$ cat src/rtl/sensors_intf_nios2_qsys_0_oci_dct_pkg.sv
// Shared types and sizes for the OCI debug-capture-trace (DCT) sequencer.
//   dct_state_e      : controller states, 3-bit encoding
//   FRAME_W          : width of one trace frame
//   FRAMES_PER_WORD  : frames packed into one dct_buffer word
//   DCT_W            : packed word width (FRAME_W * FRAMES_PER_WORD)
//   CNT_W            : dct_count width, wide enough to hold FRAMES_PER_WORD
package sensors_intf_nios2_qsys_0_oci_dct_pkg;

   localparam int FRAME_W         = 10;
   localparam int FRAMES_PER_WORD = 3;
   localparam int DCT_W           = FRAME_W * FRAMES_PER_WORD;
   localparam int CNT_W           = 4;

   typedef enum logic [2:0] {
      ST_IDLE    = 3'd0,
      ST_CAPTURE = 3'd1,
      ST_EMIT    = 3'd2,
      ST_FLUSH   = 3'd3,
      ST_DONE    = 3'd4
   } dct_state_e;

endpackage

$ cat src/rtl/sensors_intf_nios2_qsys_0_oci_dct_pack.sv
// Slot-write packing register for the DCT buffer.
//   clk, reset_n   : clock, async active-low reset
//   wr_en          : write wr_data into slot dct_count, then increment dct_count
//   clr            : clear the packed word and the frame count
//   wr_data        : frame payload
//   dct_buffer     : packed word, slot k at bits [k*FRAME_W +: FRAME_W]
//   dct_count      : frames held (doubles as the next slot index)
//   full_next      : the next write completes the word
module sensors_intf_nios2_qsys_0_oci_dct_pack
   import sensors_intf_nios2_qsys_0_oci_dct_pkg::*;
(
   input  logic               clk,
   input  logic               reset_n,
   input  logic               wr_en,
   input  logic               clr,
   input  logic [FRAME_W-1:0] wr_data,
   output logic [DCT_W-1:0]   dct_buffer,
   output logic [CNT_W-1:0]   dct_count,
   output logic               full_next
);

   logic [DCT_W-1:0] buf_q, buf_d;
   logic [CNT_W-1:0] cnt_q, cnt_d;

   always_comb begin
      buf_d = buf_q;
      cnt_d = cnt_q;
      if (clr) begin
         buf_d = '0;
         cnt_d = '0;
      end else if (wr_en) begin
         for (int k = 0; k < FRAMES_PER_WORD; k++) begin
            if (cnt_q == CNT_W'(k)) buf_d[k*FRAME_W +: FRAME_W] = wr_data;
         end
         cnt_d = cnt_q + CNT_W'(1);
      end
   end

   always_ff @(posedge clk or negedge reset_n) begin
      if (!reset_n) begin
         buf_q <= '0;
         cnt_q <= '0;
      end else begin
         buf_q <= buf_d;
         cnt_q <= cnt_d;
      end
   end

   assign dct_buffer = buf_q;
   assign dct_count  = cnt_q;
   assign full_next  = (cnt_q == CNT_W'(FRAMES_PER_WORD - 1));

endmodule

$ cat src/rtl/sensors_intf_nios2_qsys_0_oci_dct_ctrl.sv
// OCI DCT sequencer: packs trace frames into dct_buffer, offers full or flushed
// words to the trace sink over valid/ready, and runs the end-of-test flush.
//   clk, reset_n               : clock, async active-low reset
//   arm                        : start/restart capture (honoured in IDLE and DONE)
//   frm_valid/frm_data/frm_ready : trace frame input handshake
//   dct_buffer, dct_count      : packed word and frames held
//   word_valid/word_ready      : word output handshake
//   test_ending                : level request to stop and flush
//   test_has_ended             : flush complete, sticky until arm
//   busy                       : capture, emit or flush in progress
//   word_cnt (DCT_WORD_COUNT_EN only) : accepted words since arm, saturating
//
// state   | meaning
// IDLE    | waiting for arm
// CAPTURE | accepting frames into the packing register
// EMIT    | full word offered, waiting for word_ready
// FLUSH   | partial word offered (if any), then finish
// DONE    | flush complete, test_has_ended asserted
module sensors_intf_nios2_qsys_0_oci_dct_ctrl
   import sensors_intf_nios2_qsys_0_oci_dct_pkg::*;
(
   input  logic               clk,
   input  logic               reset_n,
   input  logic               arm,
   input  logic               frm_valid,
   input  logic [FRAME_W-1:0] frm_data,
   output logic               frm_ready,
   output logic [DCT_W-1:0]   dct_buffer,
   output logic [CNT_W-1:0]   dct_count,
   output logic               word_valid,
   input  logic               word_ready,
   input  logic               test_ending,
   output logic               test_has_ended,
`ifdef DCT_WORD_COUNT_EN
   output logic [15:0]        word_cnt,
`endif
   output logic               busy
);

   dct_state_e state_q, state_d;
   logic flush_pend_q, flush_pend_d;
   logic frm_ready_q, frm_ready_d;
   logic word_valid_q, word_valid_d;
   logic test_has_ended_q, test_has_ended_d;
   logic busy_q, busy_d;

   logic             pk_wr, pk_clr, pk_full_next;
   logic [CNT_W-1:0] pk_cnt;
   logic             frm_acc, wd_acc, arm_take;

   sensors_intf_nios2_qsys_0_oci_dct_pack u_pack (
      .clk        (clk),
      .reset_n    (reset_n),
      .wr_en      (pk_wr),
      .clr        (pk_clr),
      .wr_data    (frm_data),
      .dct_buffer (dct_buffer),
      .dct_count  (pk_cnt),
      .full_next  (pk_full_next)
   );

   assign frm_acc  = frm_ready_q & frm_valid;
   assign wd_acc   = word_valid_q & word_ready;
   assign arm_take = arm & ((state_q == ST_IDLE) | (state_q == ST_DONE));

   always_comb begin
      state_d      = state_q;
      flush_pend_d = flush_pend_q;
      word_valid_d = 1'b0;
      pk_wr        = 1'b0;
      pk_clr       = 1'b0;
      case (state_q)
         ST_IDLE: begin
            flush_pend_d = 1'b0;
            if (arm) state_d = ST_CAPTURE;
         end
         ST_CAPTURE: begin
            pk_wr = frm_acc;
            if (frm_acc && pk_full_next) begin
               // a frame that fills the word takes priority; the flush waits behind it
               state_d      = ST_EMIT;
               word_valid_d = 1'b1;
               flush_pend_d = test_ending;
            end else if (test_ending) begin
               state_d      = ST_FLUSH;
               word_valid_d = frm_acc | (pk_cnt != '0);
            end
         end
         ST_EMIT: begin
            if (wd_acc) begin
               pk_clr       = 1'b1;
               flush_pend_d = 1'b0;
               state_d      = (flush_pend_q | test_ending) ? ST_FLUSH : ST_CAPTURE;
            end else begin
               word_valid_d = 1'b1;
               if (test_ending) flush_pend_d = 1'b1;
            end
         end
         ST_FLUSH: begin
            if (pk_cnt == '0) begin
               state_d = ST_DONE;
            end else if (wd_acc) begin
               pk_clr  = 1'b1;
               state_d = ST_DONE;
            end else begin
               word_valid_d = 1'b1;
            end
         end
         ST_DONE: begin
            if (arm) state_d = ST_CAPTURE;
         end
         default: state_d = ST_IDLE;
      endcase
      frm_ready_d      = (state_d == ST_CAPTURE);
      test_has_ended_d = (state_d == ST_DONE);
      busy_d           = (state_d != ST_IDLE) && (state_d != ST_DONE);
   end

   always_ff @(posedge clk or negedge reset_n) begin
      if (!reset_n) begin
         state_q          <= ST_IDLE;
         flush_pend_q     <= 1'b0;
         frm_ready_q      <= 1'b0;
         word_valid_q     <= 1'b0;
         test_has_ended_q <= 1'b0;
         busy_q           <= 1'b0;
      end else begin
         state_q          <= state_d;
         flush_pend_q     <= flush_pend_d;
         frm_ready_q      <= frm_ready_d;
         word_valid_q     <= word_valid_d;
         test_has_ended_q <= test_has_ended_d;
         busy_q           <= busy_d;
      end
   end

`ifdef DCT_WORD_COUNT_EN
   logic [15:0] word_cnt_q, word_cnt_d;

   always_comb begin
      word_cnt_d = word_cnt_q;
      if (arm_take) word_cnt_d = '0;
      else if (wd_acc && word_cnt_q != 16'hFFFF) word_cnt_d = word_cnt_q + 16'd1;
   end

   always_ff @(posedge clk or negedge reset_n) begin
      if (!reset_n) word_cnt_q <= '0;
      else          word_cnt_q <= word_cnt_d;
   end

   assign word_cnt = word_cnt_q;
`else
   logic unused_arm_take;
   assign unused_arm_take = arm_take;
`endif

   assign frm_ready      = frm_ready_q;
   assign dct_count      = pk_cnt;
   assign word_valid     = word_valid_q;
   assign test_has_ended = test_has_ended_q;
   assign busy           = busy_q;

endmodule
$ cat config.mk
export PLATFORM = sky130hd
export DESIGN_NAME = sensors_intf_nios2_qsys_0_oci_dct_ctrl
export DESIGN_NICKNAME = d
export VERILOG_FILES = /design/src/rtl/sensors_intf_nios2_qsys_0_oci_dct_pkg.sv /design/src/rtl/sensors_intf_nios2_qsys_0_oci_dct_pack.sv /design/src/rtl/sensors_intf_nios2_qsys_0_oci_dct_ctrl.sv
export SDC_FILE = /design/constraint.sdc
export NUM_CORES = 1
export LEC_CHECK = 0
export CORE_ASPECT_RATIO = 1.75
export CORE_MARGIN = 1
export CORE_UTILIZATION = 40
export CTS_BUF_LIST = sky130_fd_sc_hd__clkbuf_4
export CTS_CLUSTER_DIAMETER = 40
export DETAILED_ROUTE_END_ITERATION = 8
export MAX_ROUTING_LAYER = met4
export PLACE_DENSITY = 0.75
export SYNTH_ARGS = -nofsm -noshare
export SYNTH_HDL_FRONTEND = slang
export SYNTH_SLANG_ARGS = --single-unit
$ cat constraint.sdc
create_clock -name clk -period 1.88 [get_ports clk]
set_input_delay 0.376 -clock clk [delete_from_list [all_inputs] [get_ports clk]]
set_output_delay 0.376 -clock clk [all_outputs]
set_load 0.05 [all_outputs]
==> results of run 1 <==
-- path summary, 6_finish.rpt --
| kind | slack (ns) | end | cells after the start |
|---|---|---|---|
| worst min-delay path | 0.05 | u_pack.dct_buffer[0] | 1 |
| max in group asynchronous | 1.25 | u_pack.dct_buffer[22] | 2 |
| worst max register to register | 0.16 | frm_ready | 4 |
| worst max-delay path | 0.16 | frm_ready | 4 |
| worst min register to register | 0.53 | flush_pend_q | 1 |
| min in group clk | 0.53 | flush_pend_q | 1 |
-- layout by cell type (no fill, tap or decap), types with 2 or more instances in the layout --
cell type | netlist | final
clkbuf_4 | 0 | 5
nand3_1 | 2 | 2
nand2_1 | 4 | 4
xnor2_1 | 3 | 3
or3b_1 | 2 | 2
nor2_1 | 38 | 38
bufinv_16 | 0 | 2
buf_4 | 2 | 35
nand3b_1 | 2 | 2
dfrtp_1 | 42 | 40
buf_12 | 0 | 2
inv_1 | 3 | 3
dlygate4sd2_1 | 0 | 14
mux2i_1 | 30 | 30
nor3b_1 | 2 | 2
o21ai_0 | 3 | 3
clkdlybuf4s50_1 | 0 | 14
a21oi_1 | 4 | 4
dfrtp_2 | 0 | 2
ha_1 | 4 | 4
-- cell usage after synthesis --
| cell type | number |
|---|---|
| dfrtp_1 | 42 |
| nor2_1 | 38 |
| mux2i_1 | 30 |
| a21oi_1 | 4 |
| buf_6 | 4 |
| ha_1 | 4 |
| nand2_1 | 4 |
| buf_2 | 3 |
| inv_1 | 3 |
| o21ai_0 | 3 |
| xnor2_1 | 3 |
| buf_4 | 2 |
| nand3_1 | 2 |
| nand3b_1 | 2 |
| nor3b_1 | 2 |
| or3b_1 | 2 |
| a211oi_4 | 1 |
| a2bb2oi_2 | 1 |
| a31oi_1 | 1 |
| a41oi_1 | 1 |
| and3_1 | 1 |
| and3b_1 | 1 |
| and4bb_2 | 1 |
| mux2_2 | 1 |
| nand2_2 | 1 |
| nand4b_1 | 1 |
| nand4b_4 | 1 |
| nand4bb_1 | 1 |
| nand4bb_4 | 1 |
| nor3_1 | 1 |
| nor3b_2 | 1 |
| nor3b_4 | 1 |
| o21a_1 | 1 |
| o21ai_1 | 1 |
| o2bb2ai_1 | 1 |
| o31ai_2 | 1 |
| or2_2 | 1 |
-- stage by stage --
stage | TNS (ns) | hold slack, ns | std cells
final | 0 | 0.0509 | 287
after global placement | -0.138 | 0.463 | 277
after CTS | 0 | 0.0695 | 285
after global routing | 0 | 0.0912 | 287
after floorplan | 0 | 0.0804 | 169
after detailed placement | -0.540 | 0.468 | 277
-- registers in the layout (all words and copies together) (netlist names) --
| name | flops |
|---|---|
| u_pack.dct_buffer | 30 |
| u_pack.dct_count | 4 |
| state_q | 3 |
| busy | 1 |
| flush_pend_q | 1 |
| frm_ready | 1 |
| test_has_ended | 1 |
| word_valid | 1 |
-- metal layers --
layer | global-route usage (%) | vias to the layer above | routed length (um)
met2 | 33.7 | 39 | 2500
li1 | - | 706 | -
met1 | 18.3 | 747 | 1700
met3 | 3.36 | 8 | 179
met5 | - | - | 0
met4 | 7.92 | 0 | 130
-- logic make-up (layout without fill, tap and decap cells) --
logic type	count (synthesis)	in the layout	synth area share, %
fa+ha+maj	4	4	2.49
buf+inv	12	78	4.30
xor+xnor	3	3	1.31
mux	31	31	15.5
compound gates	15	15	5.92
flops	42	42	52.4
simple gates	62	62	18.1
-- cell type report --
type,instances,area share [%]
clock buffers,5,1.40
clock inverters,3,2.38
inverters,3,0.420
multi-input cells,115,32.4
flip-flops and latches,42,39.3
well taps,52,2.42
repair buffers,67,21.7
-- what timing repair did --
item / 4_1_cts / 5_1_grt
setup endpoints to repair: 14 / 8
setup buffers: 0 / 2
gates resized for setup: 14 / 1
pin swaps: 0 / 0
endpoints found under the hold margin: 0 / 0
-- where the power goes --
group	internal [W]	switching, W
registers	0.00120	0.000269
clock network	0.000410	0.000307
logic	0.000816	0.00151
total	0.00243	0.00209
==> flow_metrics.py, run 1 <==
metrics = {
    "outcome": {
        "status": "finished, final reports clean",
    },
    "timing": {
        "setup-violations-final": 0,
        "hold_viol_final": 0,
        "rsz0062_at_grt": "no",
        "setup_slack_ns": 0.156,
        "tightest_slew_ns": 0.699,
        "fin_crit_ns": 1.72,
        "fmax_ghz": 0.580,
        "fin_crit_sh_pct": 91.7,
        "finClkSkew_ns": 0.00694,
        "slew_violations": 0,
        "slew_headroom_pct": 53.4,
    },
    "route": {
        "firstDrtPassIters": 4,
        "route.vias.total": 1500,
        "viasPerCell": 5.23,
        "avgRoutedWirePerCell_um": 15.7,
        "first_iter_violations": 56,
        "wirelength_um": 4510,
        "drc": 0,
        "ant_nets": 0,
    },
    "setup_path": {
        "cp_slowest_cell": "dfrtp_1",
        "critPathLaunchType": "flip-flop",
        "setup.worst_path.end_class": "flip-flop",
        "cp_top_family": "simple AND/OR/NAND/NOR gates",
        "r2r_start": "state_q[1]",
        "crit_arrival_ns": 1.96,
        "cp-startpoint": "state_q[1]",
        "critical_path.max_stage_delay_ns": 0.68,
        "crit_type": "reg -> reg",
        "worstPathRequired_ns": 2.11,
        "cp_num_buf_inv": 0,
        "path_max_fanout": 15,
        "crit_path_cell_trace": "nand3b_1, or3b_1, o21a_1, nor3b_1",
    },
    "yosys": {
        "synth.area.top_cells": "dfrtp_1 52%, mux2i_1 15%, nor2_1 7.1%",
        "synth_nets": 189,
        "synth_area_per_cell_um2": 11.9,
        "yosys_warnings": 0,
        "synth.distinct_cells": 37,
        "ys_seq_area_share_pct": 52.4,
        "syn_area_um2": 2010,
        "synth_cells": 169,
        "synth_top_area_share_pct": 52.4,
        "synth_top_area_cell": "dfrtp_1",
        "ys_ff_latch": 42,
    },
    "placed_design": {
        "gp_congestion": 0.792,
        "place_ws_ns": -0.0644,
        "hpwl_um": 3310,
        "port_buffers": 53,
        "place_area_um2": 2580,
    },
    "cts": {
        "cts_sinks": 42,
        "cts-root-buf": "clkbuf_4",
        "h-tree-depth": 2,
        "cts.path.max_buffers": 2,
        "clkTransAtPathRegs_ns": 0.13,
        "cts-hold-fix-buffers": 0,
        "clk_latency_ns": 0.35,
        "numCtsBuffers": 5,
        "cts_tree": "done",
    },
    "power_and_ir_drop": {
        "max-vdd-ir-drop_mv": 1.04,
        "pwr_density_cell_nw_per_um2": 1680,
        "power_w": 0.00451,
        "power.leakage_nw": 1.40,
    },
    "floorplanning": {
        "initial_utilization_pct": 42.3,
        "fp.dieH_um": 95.7,
        "die_width_um": 55.5,
        "rows": 33,
        "core_um2": 4750,
        "die_area_um2": 5320,
        "io_pins": 54,
    },
    "global_routing": {
        "overflow": 0,
        "grt_max_degree": 33,
        "grt.total_usage_pct": 18.1,
        "antenna_found_initial": 0,
        "grt_pass1_vias": 1501,
        "grt_pass1_wl_um": 7120,
    },
    "cells_and_area": {
        "design_area_um2": 2680,
        "diodes": 0,
        "multi_input_area_um2": 870,
        "area_growth_pct": 33.7,
        "nFillCells": 398,
        "drive_above_1_share_pct": 24.7,
        "nets": 254,
        "final_core_util_pct": 56.5,
        "regArea_um2": 1050,
    },
    "job": {
        "drv_cap": 0,
    },
    "hold_path": {
        "hold_class": "in -> async",
    },
}
Note: power is estimated with default switching activity, not from simulation.
==> run 2: changes to the inputs <==
--- a/config.mk
+++ b/config.mk
@@ -13,6 +13,7 @@
 export DETAILED_ROUTE_END_ITERATION = 8
 export MAX_ROUTING_LAYER = met4
 export PLACE_DENSITY = 0.75
+export SETUP_SLACK_MARGIN = 0.5
 export SYNTH_ARGS = -nofsm -noshare
 export SYNTH_HDL_FRONTEND = slang
 export SYNTH_SLANG_ARGS = --single-unit
==> run 2 against run 1 <==
Effect of this change: worst setup slack better by 0.055 ns; clock power down 34%; register-to-register slack better by 0.05 ns; sequential share of layout area down 5.2 points; global-route usage up 0.55 points; final area up 16%; hold slack better by 0.46 ns; critical path type unchanged.
==> flow_metrics.py, run 2 (same netlist as run 1, synthesis figures left out) <==
metrics = {
    "cells_and_area": {
        "nets": 272,
        "diodes": 0,
        "area_growth_pct": 55.5,
        "final_cell_mix": "45 x buf_4, 33 x dfrtp_1, 22 x mux2i_1",
        "mostFrequentLayoutCell": "buf_4",
        "largest_register_ffs": 30,
        "fin_cells": 305,
        "drive_above_1_share_pct": 52.2,
    },
    "power_and_ir_drop": {
        "p_int_w": 0.00259,
        "switching_share_pct": 47.5,
        "max-vdd-ir-drop_mv": 1.01,
        "pwr-share-clk_pct": 9.6,
        "p_seq_share_pct": 30.2,
        "power.leakage_nw": 1.41,
        "power_w": 0.00494,
        "pwr-share-comb_pct": 60.2,
        "pwr_density_cell_nw_per_um2": 1580,
        "switching_power_w": 0.00235,
    },
    "floorplanning": {
        "fp.dieH_um": 95.7,
        "initial_utilization_pct": 42.3,
        "core_um2": 4750,
        "die_area_um2": 5320,
        "die_width_um": 55.5,
        "io_pins": 54,
        "rows": 33,
    },
    "cts": {
        "cts-root-buf": "clkbuf_4",
        "clkTransAtPathRegs_ns": 0.14,
        "cts.path.max_buffers": 2,
        "h-tree-depth": 2,
        "cts_sinks": 42,
        "clk_latency_ns": 0.36,
        "numCtsBuffers": 5,
        "cts_tree": "done",
    },
    "timing": {
        "slew_headroom_pct": 65.8,
        "fmax_ghz": 0.599,
        "rsz0062_at_grt": "yes",
        "fin_crit_ns": 1.67,
        "hold_slack_ns": 0.508,
        "hold_viol_final": 0,
        "slew_violations": 0,
        "finClkSkew_ns": 0.0142,
        "setup-violations-final": 0,
        "setup_slack_ns": 0.210,
        "fin_crit_sh_pct": 88.8,
        "tightest_slew_ns": 0.513,
    },
    "setup_path": {
        "cp_num_buf_inv": 2,
        "crit_path_cell_trace": "inv_2, ha_4, nor3b_4, buf_6, or3b_4, o21a_1, nor3b_4",
        "worstPathRequired_ns": 2.11,
        "critPathLaunchType": "flip-flop",
        "cp_slowest_cell": "dfrtp_2",
        "cp_top_family": "simple AND/OR/NAND/NOR gates",
        "cp_common_cell": "nor3b_4",
        "crit_arrival_ns": 1.90,
        "path_max_fanout": 3,
        "critical_path.max_stage_delay_ns": 0.40,
        "setup.worst_path.end_class": "flip-flop",
        "crit_type": "reg -> reg",
    },
    "outcome": {
        "status": "finished, final reports clean",
    },
    "placed_design": {
        "hpwl_um": 3170,
        "port_buffers": 53,
        "place_ws_ns": -0.0585,
        "placedCellCount": 276,
        "gp_congestion": 0.780,
    },
    "global_routing": {
        "grt_pass1_vias": 1640,
        "overflow": 0,
        "grt_pass1_wl_um": 7460,
        "grt.total_usage_pct": 18.6,
        "grt_max_degree": 33,
        "antenna_found_initial": 0,
    },
    "route": {
        "viasPerCell": 5.18,
        "ant_nets": 0,
        "avgRoutedWirePerCell_um": 16.8,
        "first_iter_violations": 45,
        "wirelength_um": 5140,
        "firstDrtPassIters": 4,
        "route.vias.total": 1580,
        "drc": 0,
    },
    "job": {
        "drv_cap": 0,
    },
    "hold_path": {
        "hold_class": "in -> async",
    },
}
run 2: cell type report:
class	count	area (um2)
Fill cell	380	1630
Multi-Input combinational cell	115	1090
Sequential cell	42	1060
Timing Repair Buffer	85	833
Tap cell	52	65.1
Clock buffer	5	37.5
Clock inverter	3	20.0
Inverter	3	11.3
run 2: power groups by stage:
stage	sequential, W	combinational (W)	clock (W)
3_5_place_dp	0.00150	0.00239	0
3_3_place_gp	0.00149	0.00235	0
4_1_cts	0.00148	0.00250	0.000487
6_report	0.00149	0.00297	0.000476
5_1_grt	0.00152	0.00314	0.000524
2_1_floorplan	0.00231	0.000796	0
run 2: what timing repair did:
action	CTS	global route
endpoints found under the hold margin	18	0
hold buffers	1	0
setup endpoints to repair	63	54
buffers inserted	7	10
resized for setup	110	68
pin swaps	1	17
gates cloned	0	3
run 2: path summary, 6_finish.rpt:
path                       cells past startpoint                    end                  from  slack [ns]
max reg2reg                                    7              frm_ready   u_pack.dct_count[1]        0.21
min in group clk                               4             word_valid             frm_valid        0.53
max                                            7              frm_ready   u_pack.dct_count[1]        0.21
min reg2reg                                    2   u_pack.dct_buffer[9]  u_pack.dct_buffer[9]        0.54
max in group asynchronous                      3    u_pack.dct_count[1]               reset_n        0.85
min                                            2  u_pack.dct_buffer[19]               reset_n        0.51
run 2: per-layer routing:
layer / up-vias / wire length, um / global-route usage (%)
met5: - / 0 / -
met4: 0 / 121 / 9.79
met3: 10 / 149 / 3.23
met2: 44 / 2830 / 31.4
met1: 779 / 2040 / 21.2
li1: 747 / - / -
run 2: worst reg2reg max path: stages (launching register included):
cell and delay (ns):
dfrtp_2 0.40, inv_2 0.06, ha_4 0.15, nor3b_4 0.15, buf_6 0.13, or3b_4 0.38
o21a_1 0.14, nor3b_4 0.16
run 2: metrics by stage:
stage          setup TNS, ns  utilization (%)  area [um2]
3_3_place_gp          -0.245             55.0        2610
2_1_floorplan              0                -        2020
6_report                   0             65.7        3120
5_1_grt                    0             65.7        3120
4_1_cts                    0             57.6        2740
3_5_place_dp          -0.483             55.0        2610
==> run 3: changes to the inputs <==
==> constraint.sdc (replaced) <==
create_clock -name clk -period 1.95 [get_ports clk]
set_input_delay 0.39 -clock clk [delete_from_list [all_inputs] [get_ports clk]]
set_output_delay 0.39 -clock clk [all_outputs]
set_load 0.05 [all_outputs]
==> run 3 against run 2 <==
Effect of this change: first-iteration DRC count unchanged; die area stayed put; clock power grew 20%; wire length is 1.6% higher; combinational power down 7.4%; clock skew down 0.0088 ns; flip-flop and latch count is the same; critical path type unchanged.
==> flow_metrics.py, run 3 (same netlist as run 1, synthesis figures left out) <==
metrics = {
    "outcome": {
        "status": "finished, final reports clean",
    },
    "power_and_ir_drop": {
        "pwr-share-clk_pct": 12.0,
        "switching_share_pct": 46.8,
        "pwr_density_cell_nw_per_um2": 1540,
        "switching_power_w": 0.00223,
        "p_seq_share_pct": 30.2,
        "pwr-share-comb_pct": 57.7,
        "max-vdd-ir-drop_mv": 0.946,
        "p_int_w": 0.00253,
        "power.leakage_nw": 1.45,
    },
    "cells_and_area": {
        "nets": 271,
        "nFillCells": 363,
        "final_cell_mix": "34 x dfrtp_1, 28 x buf_2, 26 x mux2i_1",
        "regArea_um2": 1060,
        "largest_register_ffs": 30,
        "mostFrequentLayoutCell": "dfrtp_1",
        "diodes": 0,
        "fin_cells": 304,
        "multi_input_area_um2": 1050,
        "drive_above_1_share_pct": 52.4,
        "area_growth_pct": 54.5,
    },
    "placed_design": {
        "port_buffers": 53,
        "gp_congestion": 0.804,
        "place_ws_ns": -0.0377,
        "placedCellCount": 274,
        "hpwl_um": 3240,
    },
    "global_routing": {
        "grt.total_usage_pct": 21.8,
        "grt_pass1_vias": 1775,
        "grtUsageMet2_pct": 39.1,
        "grt_max_degree": 23,
        "grt_pass1_wl_um": 8540,
        "overflow": 0,
        "antenna_found_initial": 0,
        "busiest_layer": "met2",
        "use_met3_pct": 4.03,
        "use_met1_pct": 22.4,
    },
    "timing": {
        "fin_crit_sh_pct": 86.3,
        "slew_headroom_pct": 65.1,
        "tightest_slew_ns": 0.523,
        "setup_slack_ns": 0.266,
        "fmax_ghz": 0.594,
        "slew_violations": 0,
        "fin_crit_ns": 1.68,
        "hold_viol_final": 0,
        "rsz0062_at_grt": "yes",
        "finClkSkew_ns": 0.00533,
        "setup-violations-final": 0,
    },
    "floorplanning": {
        "core_um2": 4750,
        "initial_utilization_pct": 42.3,
        "fp.dieH_um": 95.7,
        "rows": 33,
        "die_area_um2": 5320,
        "io_pins": 54,
        "die_width_um": 55.5,
    },
    "route": {
        "avgRoutedWirePerCell_um": 17.2,
        "firstDrtPassIters": 4,
        "viasPerCell": 5.39,
        "drc": 0,
        "first_iter_violations": 45,
        "ant_nets": 0,
        "route.vias.total": 1640,
        "wirelength_um": 5220,
    },
    "cts": {
        "h-tree-depth": 2,
        "cts-hold-fix-buffers": 0,
        "cts.path.max_buffers": 2,
        "cts_tree": "done",
        "numCtsBuffers": 5,
        "clk_latency_ns": 0.34,
        "cts-root-buf": "clkbuf_4",
        "cts_sinks": 42,
        "clkTransAtPathRegs_ns": 0.12,
    },
    "setup_path": {
        "setup.worst_path.end_class": "flip-flop",
        "crit_path_cell_trace": "inv_2, ha_2, nor3b_4, buf_6, a211oi_4, buf_6, buf_12, buf_12, nor2_1",
        "worstPathRequired_ns": 2.19,
        "crit_arrival_ns": 1.92,
        "r2r_start": "u_pack.dct_count[0]",
        "r2r-end": "u_pack.dct_buffer[4]",
        "path_max_fanout": 8,
        "critical_path.max_stage_delay_ns": 0.40,
        "reg2regPathDepth": 9,
        "critPathLaunchType": "flip-flop",
        "crit_type": "reg -> reg",
        "r2r_slack_ns": 0.27,
        "cp_slowest_cell": "dfrtp_2",
    },
    "job": {
        "drv_cap": 0,
    },
    "hold_path": {
        "hold_class": "in -> async",
    },
}
[run 3: changes by cell type in the layout (fill, tap and decap cells not counted), sizes merged]
| cell | delta |
|---|---|
| bufinv | +1 |
| dlygate4sd2 | +1 |
| bufbuf | +1 |
| clkinv | -1 |
| dlygate4sd3 | -1 |
| inv | -1 |
| clkinvlp | -1 |
| dlymetal6s2s | -1 |
| clkbuf | +1 |
[run 3: critical path, delay by kind of cell (launching register included)]
family | cells | cell delay, ns
DFF | 1 | 0.40
buffers and inverters | 5 | 0.58
and+or+nand+nor | 2 | 0.21
AOI/OAI and AO/OA | 1 | 0.24
adders and majority gates | 1 | 0.16
[run 3: final cells by class]
type,instances,area share [%]
flip-flops and latches,42,34.2
clock buffers,7,1.69
multi-input cells,115,33.9
clock inverters,1,0.969
inverters,3,0.363
repair buffers,84,26.7
well taps,52,2.10
[run 3: what timing repair did]
| item | 4_1_cts | 5_1_grt |
|---|---|---|
| pin swaps | 19 | 5 |
| gates cloned | 4 | 0 |
| endpoints found under the setup margin | 71 | 48 |
| buffers inserted | 15 | 3 |
| gates resized for setup | 201 | 29 |
[run 3: through the flow]
stage	hold slack, ns	utilization, %	power [W]	TNS (ns)	instance area, um2
2_1_floorplan	0.0944	-	0.00300	0	2020
3_3_place_gp	0.403	55.4	0.00371	0	2630
3_5_place_dp	0.400	55.4	0.00376	-0.309	2630
4_1_cts	0.00736	63.4	0.00465	0	3010
5_1_grt	0.0307	65.3	0.00501	0	3100
6_report	0.00937	65.3	0.00476	0	3100
[run 3: layer usage]
layer	vias to the layer above	share of wire [%]
met3	13	3.5
li1	746	-
met4	0	2.9
met2	53	56
met5	-	0
met1	828	38
[run 3: power by group through the flow]
stage               logic [W]  registers, W  clock network, W
global placement      0.00225       0.00146                 0
CTS                   0.00262       0.00143          0.000598
global route          0.00291       0.00148          0.000624
detailed placement    0.00229       0.00147                 0
floorplan            0.000768       0.00223                 0
finish                0.00275       0.00144          0.000573
[run 3: how the worst max path moves through the flow]
| stage | start | endpoint | slack (ns) | depth (start not counted) |
|---|---|---|---|---|
| 6_report | u_pack.dct_count[0] | u_pack.dct_buffer[4] | 0.27 | 9 |
| 5_1_grt | u_pack.dct_count[0] | u_pack.dct_buffer[4] | 0.16 | 7 |
| 2_1_floorplan | u_pack.dct_count[0] | u_pack.dct_buffer[4] | 0.19 | 7 |
| 3_3_place_gp | frm_valid | u_pack.dct_buffer[13] | 0.02 | 6 |
| 4_1_cts | u_pack.dct_count[0] | u_pack.dct_buffer[8] | 0.29 | 7 |
| 3_5_place_dp | frm_valid | u_pack.dct_buffer[13] | -0.04 | 6 |
